`src/rtl/rx_controller.sv`:
```
// UART receive controller: line-state FSM (disabled/run/resync/break), receive FIFO and error
// counters. Define RX_CONTROLLER_PARITY_DROP_EN to discard characters received with a parity error.
module rx_controller #(
    parameter int unsigned DATA_BITS   = 8,
    parameter int unsigned FIFO_DEPTH  = 4,
    parameter int unsigned IDLE_CYCLES = 16
) (
    input  logic                 clk_i,
    input  logic                 rst_i,
    input  logic                 enable_i,
    input  logic                 rx_i,
    input  logic                 clear_i,
    output logic                 rec_rst_o,
    input  logic [DATA_BITS-1:0] rec_char_i,
    input  logic                 rec_valid_i,
    input  logic                 rec_frame_error_i,
    input  logic                 rec_parity_error_i,
    output logic [DATA_BITS-1:0] data_o,
    output logic                 perr_o,
    output logic                 data_valid_o,
    input  logic                 data_ready_i,
    output logic                 overrun_o,
    output logic                 break_o,
    output logic [7:0]           frame_err_cnt_o,
    output logic [7:0]           parity_err_cnt_o
);

    localparam int unsigned AW = (FIFO_DEPTH > 1) ? $clog2(FIFO_DEPTH) : 1;
    localparam int unsigned IW = $clog2(IDLE_CYCLES + 1);
`ifdef RX_CONTROLLER_PARITY_DROP_EN
    localparam int unsigned EW = DATA_BITS;
`else
    localparam int unsigned EW = DATA_BITS + 1;
`endif

    typedef enum logic [1:0] {StDisabled, StRun, StResync, StBreak} state_e;

    state_e          r_state;
    state_e          w_state_next;
    logic [IW-1:0]   r_idle_cnt;
    logic [IW-1:0]   w_idle_cnt_next;

    logic [EW-1:0]   r_mem [FIFO_DEPTH];
    logic [AW:0]     r_wptr;
    logic [AW:0]     r_rptr;
    logic            r_overrun;
    logic [7:0]      r_frame_cnt;
    logic [7:0]      r_parity_cnt;

    logic            w_in_run;
    logic            w_full;
    logic            w_empty;
    logic            w_pop;
    logic            w_push_req;
    logic            w_push;
    logic            w_overrun_set;
    logic [EW-1:0]   w_entry;
    logic [EW-1:0]   w_head;

    // Line-state FSM: the idle counter is only meaningful in resync/break.
    always_ff @(posedge clk_i) begin
        if (rst_i) begin
            r_state    <= StDisabled;
            r_idle_cnt <= '0;
        end else begin
            r_state    <= w_state_next;
            r_idle_cnt <= w_idle_cnt_next;
        end
    end

    always_comb begin
        w_state_next    = r_state;
        w_idle_cnt_next = r_idle_cnt;
        if (!enable_i) begin
            w_state_next    = StDisabled;
            w_idle_cnt_next = '0;
        end else begin
            case (r_state)
                StDisabled: begin
                    w_state_next    = StRun;
                    w_idle_cnt_next = '0;
                end
                StRun: begin
                    w_idle_cnt_next = '0;
                    if (rec_frame_error_i) begin
                        w_state_next = (rec_char_i == '0) ? StBreak : StResync;
                    end
                end
                StResync, StBreak: begin
                    if (!rx_i) begin
                        w_idle_cnt_next = '0;
                    end else if (r_idle_cnt == IW'(IDLE_CYCLES - 1)) begin
                        w_state_next    = StRun;
                        w_idle_cnt_next = '0;
                    end else begin
                        w_idle_cnt_next = r_idle_cnt + 1'b1;
                    end
                end
                default: begin
                    w_state_next    = StDisabled;
                    w_idle_cnt_next = '0;
                end
            endcase
        end
    end

    assign w_in_run  = (r_state == StRun);
    assign rec_rst_o = !w_in_run;
    assign break_o   = (r_state == StBreak);

`ifdef RX_CONTROLLER_PARITY_DROP_EN
    assign w_push_req = w_in_run && rec_valid_i && !rec_parity_error_i;
    assign w_entry    = rec_char_i;
    assign perr_o     = 1'b0;
    assign data_o     = w_head;
`else
    assign w_push_req = w_in_run && (rec_valid_i || rec_parity_error_i);
    assign w_entry    = {rec_parity_error_i, rec_char_i};
    assign perr_o     = w_head[DATA_BITS];
    assign data_o     = w_head[DATA_BITS-1:0];
`endif

    // Extra pointer MSB separates full (MSBs differ) from empty (pointers equal).
    assign w_empty       = (r_wptr == r_rptr);
    assign w_full        = (r_wptr[AW] != r_rptr[AW]) && (r_wptr[AW-1:0] == r_rptr[AW-1:0]);
    assign w_pop         = !w_empty && data_ready_i;
    assign w_push        = w_push_req && (!w_full || w_pop);
    assign w_overrun_set = w_push_req && w_full && !w_pop;
    assign w_head        = r_mem[r_rptr[AW-1:0]];
    assign data_valid_o  = !w_empty;

    always_ff @(posedge clk_i) begin
        if (w_push) begin
            r_mem[r_wptr[AW-1:0]] <= w_entry;
        end
    end

    always_ff @(posedge clk_i) begin
        if (rst_i) begin
            r_wptr <= '0;
            r_rptr <= '0;
        end else begin
            if (w_push) begin
                r_wptr <= r_wptr + 1'b1;
            end
            if (w_pop) begin
                r_rptr <= r_rptr + 1'b1;
            end
        end
    end

    // A fresh overrun wins over a clear in the same cycle.
    always_ff @(posedge clk_i) begin
        if (rst_i) begin
            r_overrun <= 1'b0;
        end else if (w_overrun_set) begin
            r_overrun <= 1'b1;
        end else if (clear_i) begin
            r_overrun <= 1'b0;
        end
    end

    always_ff @(posedge clk_i) begin
        if (rst_i || clear_i) begin
            r_frame_cnt  <= '0;
            r_parity_cnt <= '0;
        end else begin
            if (w_in_run && rec_frame_error_i && (r_frame_cnt != 8'hFF)) begin
                r_frame_cnt <= r_frame_cnt + 8'd1;
            end
            if (w_in_run && rec_parity_error_i && (r_parity_cnt != 8'hFF)) begin
                r_parity_cnt <= r_parity_cnt + 8'd1;
            end
        end
    end

    assign overrun_o        = r_overrun;
    assign frame_err_cnt_o  = r_frame_cnt;
    assign parity_err_cnt_o = r_parity_cnt;

endmodule

```
`config.mk`:
```
export PLATFORM = sky130hd
export DESIGN_NAME = rx_controller
export DESIGN_NICKNAME = d
export VERILOG_FILES = /design/src/rtl/rx_controller.sv
export SDC_FILE = /design/constraint.sdc
export NUM_CORES = 1
export LEC_CHECK = 0
export ABC_AREA = 1
export CORE_ASPECT_RATIO = 1.75
export CORE_MARGIN = 2
export CORE_UTILIZATION = 48
export CTS_CLUSTER_SIZE = 10
export DETAILED_ROUTE_END_ITERATION = 10
export MAX_ROUTING_LAYER = met4
export PLACE_DENSITY = 0.74
export SLEW_MARGIN = 20
export SYNTH_ARGS = -nofsm -noshare
export SYNTH_HDL_FRONTEND = slang
export SYNTH_SLANG_ARGS = --single-unit
```
`constraint.sdc`:
```
create_clock -name clk_i -period 2.3 [get_ports clk_i]
set_input_delay 0.46 -clock clk_i [delete_from_list [all_inputs] [get_ports clk_i]]
set_output_delay 0.46 -clock clk_i [all_outputs]
set_load 0.05 [all_outputs]
```
After elaboration in Yosys (flattened, before gate mapping)
Memories as Yosys holds them, arrays and structs flattened. A register that Yosys moved wholly into a read port is not among the register bits.
Index checks and enable logic that the tools add are counted.
{ "word_totals": {"register_bits": 30, "mem_bits_rw": 36, "input_bits": 17, "out_inout_bits": 29, "elab_cells": 64, "memories": 1} }
{ "mem_list": {"columns": ["name", "depth", "width", "rd", "rd_clocked_by_memory_dff", "wr", "line_no", "source"], "rows": [
  ["r_mem", 4, 9, 1, 1, 1, "43", "logic [EW-1:0] r_mem [FIFO_DEPTH];"]
]} }
{ "op_classes": {"addsub": 5, "n_eq_ne": 12, "n_mux": 14, "bitwise_logic": 1, "reduce_logical": 24} }
{ "op_table": {"columns": ["op", "count"], "rows": [
  ["8-bit by 1-bit adder with 8-bit output (second input constant)", 2],
  ["8-bit inequality test (second input constant)", 2],
  ["1-bit logical AND", 10],
  ["2-bit two-way mux", 5],
  ["5-bit two-way mux", 2],
  ["5-bit one-hot mux with 2 select lines", 1],
  ["8-bit logical NOT", 1],
  ["3-bit by 1-bit adder with 3-bit output (second input constant)", 2],
  ["2-bit inequality test (second input constant)", 3],
  ["2-bit one-hot mux with 3 select lines", 1],
  ["2-bit OR reduction", 3],
  ["5-bit by 1-bit adder with 5-bit output (second input constant)", 1],
  ["5-bit by 4-bit == test with 1-bit output (second input constant)", 1],
  ["1-bit two-way mux", 5],
  ["2-bit == test (second input constant)", 2],
  ["1-bit logical NOT", 4],
  ["3-bit == test", 1],
  ["1-bit logical OR", 3],
  ["3-bit AND reduction", 1],
  ["2-bit by 1-bit == test with 1-bit output (second input constant)", 1],
  ["2-bit == test", 1],
  ["2-bit logical NOT", 1],
  ["2-bit nonzero test", 1],
  ["1-bit inequality test", 1],
  ["1-bit NOT", 1]
]} }

Longest topological paths before layout
{ "depth": {"ltp_word": 7, "ltp_mapped": 9, "depth_no_buf": 9} }

Worst setup path before layout
OpenSTA, ideal clock, no wires.
{ "synth_path": {"path_type": "flip-flop to output port", "startpoint": "reg with a tool-made name", "endpoint": "out data_o[7]", "arrival_ns": 1.608, "required_ns": 1.840, "slack_ns": 0.232, "stages_incl_launch_ff": 5, "n_path_buf": 2, "cell_sequence": "dfxtp_1 > buf_2 > clkbuf_1 > o21ai_0 > o22ai_1"} }
{ "synth_rtl": {"columns": ["item", "line_no", "source"], "rows": [
  ["end, declared", "18", "output logic [DATA_BITS-1:0] data_o,"]
]} }

Final worst setup path
{ "layout_path": {"startpoint": "reg r_state[1]", "endpoint": "out rec_rst_o"} }
{ "layout_between": {"elab_chain_cells": 2} }
{ "layout_lines": {"columns": ["item", "line_no", "source"], "rows": [
  ["start, declared", "38", "state_e r_state;"],
  ["start signal, assigned", "63", "r_state <= StDisabled;"],
  ["start signal, assigned", "66", "r_state <= w_state_next;"],
  ["2-bit by 1-bit == test with 1-bit output", "107", "assign w_in_run = (r_state == StRun);"],
  ["1-bit logical NOT", "108", "assign rec_rst_o = !w_in_run;"],
  ["end, declared", "13", "output logic rec_rst_o,"]
]} }
No other way between the ends.

==> impl_metrics.json <==
{
  "overflow": 0,
  "setup_viol": 0,
  "fmax_mhz": 450.5,
  "vias_per_cell": 4.830,
  "avgSynthCellArea_um2": 8.924,
  "worst_pin_slew_ns": 0.5296,
  "postCtsResizedCells": 0,
  "grt_first_pass_wirelength_um": 9791,
  "clock_latency_ns": 0.34,
  "synth_xor_xnor_area_share": 0.01447,
  "report.final.slew_viol_count": 0,
  "cts_root_buf": "clkbuf_8",
  "core_area_um2": 6133,
  "hold_buffers": 0,
  "n_antenna_cell": 0,
  "skew_ns": 0.008078,
  "cts_buffers": 9,
  "hpwlAfterDp_um": 4569,
  "worstSetupPathType": "reg2out",
  "hold_class": "reg2reg",
  "synthToLayoutAreaGrowth_pct": 23.20,
  "initial_utilization": 0.4933,
  "maxCapViolCount": 0,
  "yosysWarningCount": 0,
  "synth_cell_types": 28,
  "first_iter_violations": 77,
  "powerDensity_nw_per_um2": 703.6,
  "worstPathRequired_ns": 1.84,
  "cp-start-kind": "flop",
  "syn_area_um2": 3025,
  "io_pins": 46,
  "end_kind": "output port",
  "ir_drop_v": 0.0004499,
  "clock_sinks": 68,
  "synth-seq-area-share": 0.5691,
  "cts_max_level": 3,
  "muxShareOfSynthArea": 0,
  "drc": 0,
  "drt-pass1-iter-count": 6,
  "r2r_slack_ns": 0.66,
  "synthAdderAreaFrac": 0.03722,
  "rows": 38,
  "die-area_um2": 6979,
  "run_status": "finished, final reports clean",
  "netlist_instances": 339,
  "fp.dieH_um": 109.0,
  "detail_route.wirelength_um": 6096,
  "min_period_ns": 2.220,
  "post-cts-setup-buffers": 0,
  "worstPathArrival_ns": 1.76,
  "fin_tns_setup_ns": 0,
  "antenna_found_initial": 0,
  "ys_seq_elements": 68,
  "slowest_stage": "clkdlybuf4s50_1",
  "fin_crit_sh": 0.9652,
  "grt_start_max_net_pins": 19,
  "synth_top_family_by_area": "simple AND/OR/NAND/NOR gates",
  "p_leak_nw": 1.421,
  "num_vias": 2328,
  "port_buffers": 45,
  "place_congestion": 0.8141,
  "hold_slack_ns": 0.4604,
  "utilization": 0.6077,
  "slew_headroom": 0.6458,
  "cpPeakStageDelay_ns": 0.84,
  "grt_pass1_vias": 2188,
  "grt_use_total": 0.1935,
  "total_power_mw": 2.622,
  "synthesis.nets": 365,
  "hold_viol_final": 0,
  "wl_per_cell_um": 12.65,
  "ant_nets": 0,
  "cts_buffer_depth": 2,
  "die_x_um": 64.02,
  "synthSimpleGateAreaFrac": 0.2188,
  "synth_compound_area_frac": 0.09843,
  "path_clk_slew_ns": 0.07,
  "critPathMaxFanout": 4,
  "drive_gt1_frac": 0.1020,
  "crit_chain": "inv_1, nand2_2, clkdlybuf4s50_1",
  "rsz0062_at_grt": "false",
  "nets": 423,
  "cts_tree": "built"
}
==> per-stage QoR <==
stage	std cells	cell area, um2	setup WS [ns]
after global placement	466	3573	0.3427
after floorplan	339	3025	0.2318
after global routing	482	3727	0.02075
after CTS	482	3727	0.06486
after detailed placement	466	3573	0.3084
final	482	3727	0.08001
==> layout make-up <==
class	count	area, um2
clock inverter	3	15.01
timing repair buffer	52	478.0
clock buffer	13	138.9
fill	518	2406
tap	80	100.1
sequential	68	1722
inverter	42	157.7
multi-input combinational	224	1116
==> cell families (layout without fill, tap and decap cells) <==
group / Yosys count / after routing
AND/OR/NAND/NOR: 157 / 157
flip-flops: 68 / 68
AO/OA/AOI/OAI: 53 / 53
buffers and inverters: 47 / 110
adder cells (fa/ha/maj): 9 / 9
XOR/XNOR: 5 / 5
==> worst paths after layout <==
kind         depth (start not counted)               start                 end
min reg2reg                          1       r_idle_cnt[0]       r_idle_cnt[0]
max reg2reg                          7  frame_err_cnt_o[0]  frame_err_cnt_o[1]
max                                  3          r_state[1]           rec_rst_o
min                                  1       r_idle_cnt[0]       r_idle_cnt[0]
==> per-layer routing <==
layer | GRT usage | part of all wire | vias up
met2 | 0.3408 | 0.54 | 55
met4 | 0.1196 | 0.025 | 0
met1 | 0.1889 | 0.39 | 1034
met3 | 0.04541 | 0.043 | 13
met5 | - | 0 | -
li1 | - | - | 1226
==> worst max-delay path, delay by kind of cell, from the launching register on <==
family | cells | cell delay (ns)
buffers and inverters | 2 | 0.93
AND/OR/NAND/NOR | 1 | 0.11
flip-flops | 1 | 0.38
==> synthesized netlist by cell type <==
| cell type | number | area [um2] |
|---|---|---|
| or2_0 | 1 | 6.260 |
| a21oi_4 | 1 | 16.27 |
| nand3_1 | 17 | 85.08 |
| inv_1 | 41 | 153.9 |
| xor2_1 | 4 | 35.03 |
| nor3_1 | 1 | 5.000 |
| xnor2_1 | 1 | 8.760 |
| inv_2 | 1 | 3.750 |
| nand3b_1 | 1 | 7.510 |
| nand2_1 | 61 | 229.0 |
| a21oi_2 | 1 | 8.760 |
| edfxtp_1 | 36 | 1081 |
| buf_2 | 3 | 15.01 |
| nor2_4 | 2 | 22.52 |
| dfxtp_1 | 32 | 640.6 |
| a21oi_1 | 15 | 75.07 |
| nand2_2 | 5 | 31.28 |
| nand4_1 | 3 | 18.77 |
| nor2_1 | 63 | 236.5 |
| ha_1 | 9 | 112.6 |
| nor2_2 | 2 | 12.51 |
| buf_6 | 1 | 11.26 |
| nor3b_1 | 1 | 7.510 |
| clkbuf_1 | 1 | 3.750 |
| o21bai_1 | 1 | 7.510 |
| a41oi_1 | 1 | 8.760 |
| o21ai_0 | 25 | 125.1 |
| o22ai_1 | 9 | 56.30 |
==> cells in the final DEF (no fill, tap or decap), types with 15 or more instances in the layout <==
cell type | Yosys | routed
edfxtp_1 | 36 | 36
nor2_1 | 63 | 63
a21oi_1 | 15 | 15
clkdlybuf4s50_1 | 0 | 35
nand3_1 | 17 | 17
inv_1 | 41 | 41
nand2_1 | 61 | 61
dfxtp_1 | 32 | 32
buf_4 | 0 | 17
o21ai_0 | 25 | 25
==> where the power goes <==
| group | internal, mW | total [mW] | switching (mW) |
|---|---|---|---|
| Sequential | 1.30 | 1.33 | 0.0248 |
| Clock | 0.387 | 0.797 | 0.410 |
| Combinational | 0.156 | 0.497 | 0.342 |
| Total | 1.85 | 2.62 | 0.777 |
==> sequential cells by signal, summed over array words and instances, names as in the netlist, named ones only <==
signal / cells
r_mem: 36
r_wptr: 3
r_idle_cnt: 5
frame_err_cnt_o: 8
parity_err_cnt_o: 8
r_rptr: 3
r_state: 2
overrun_o: 1
(Power assumes the default switching activity.)
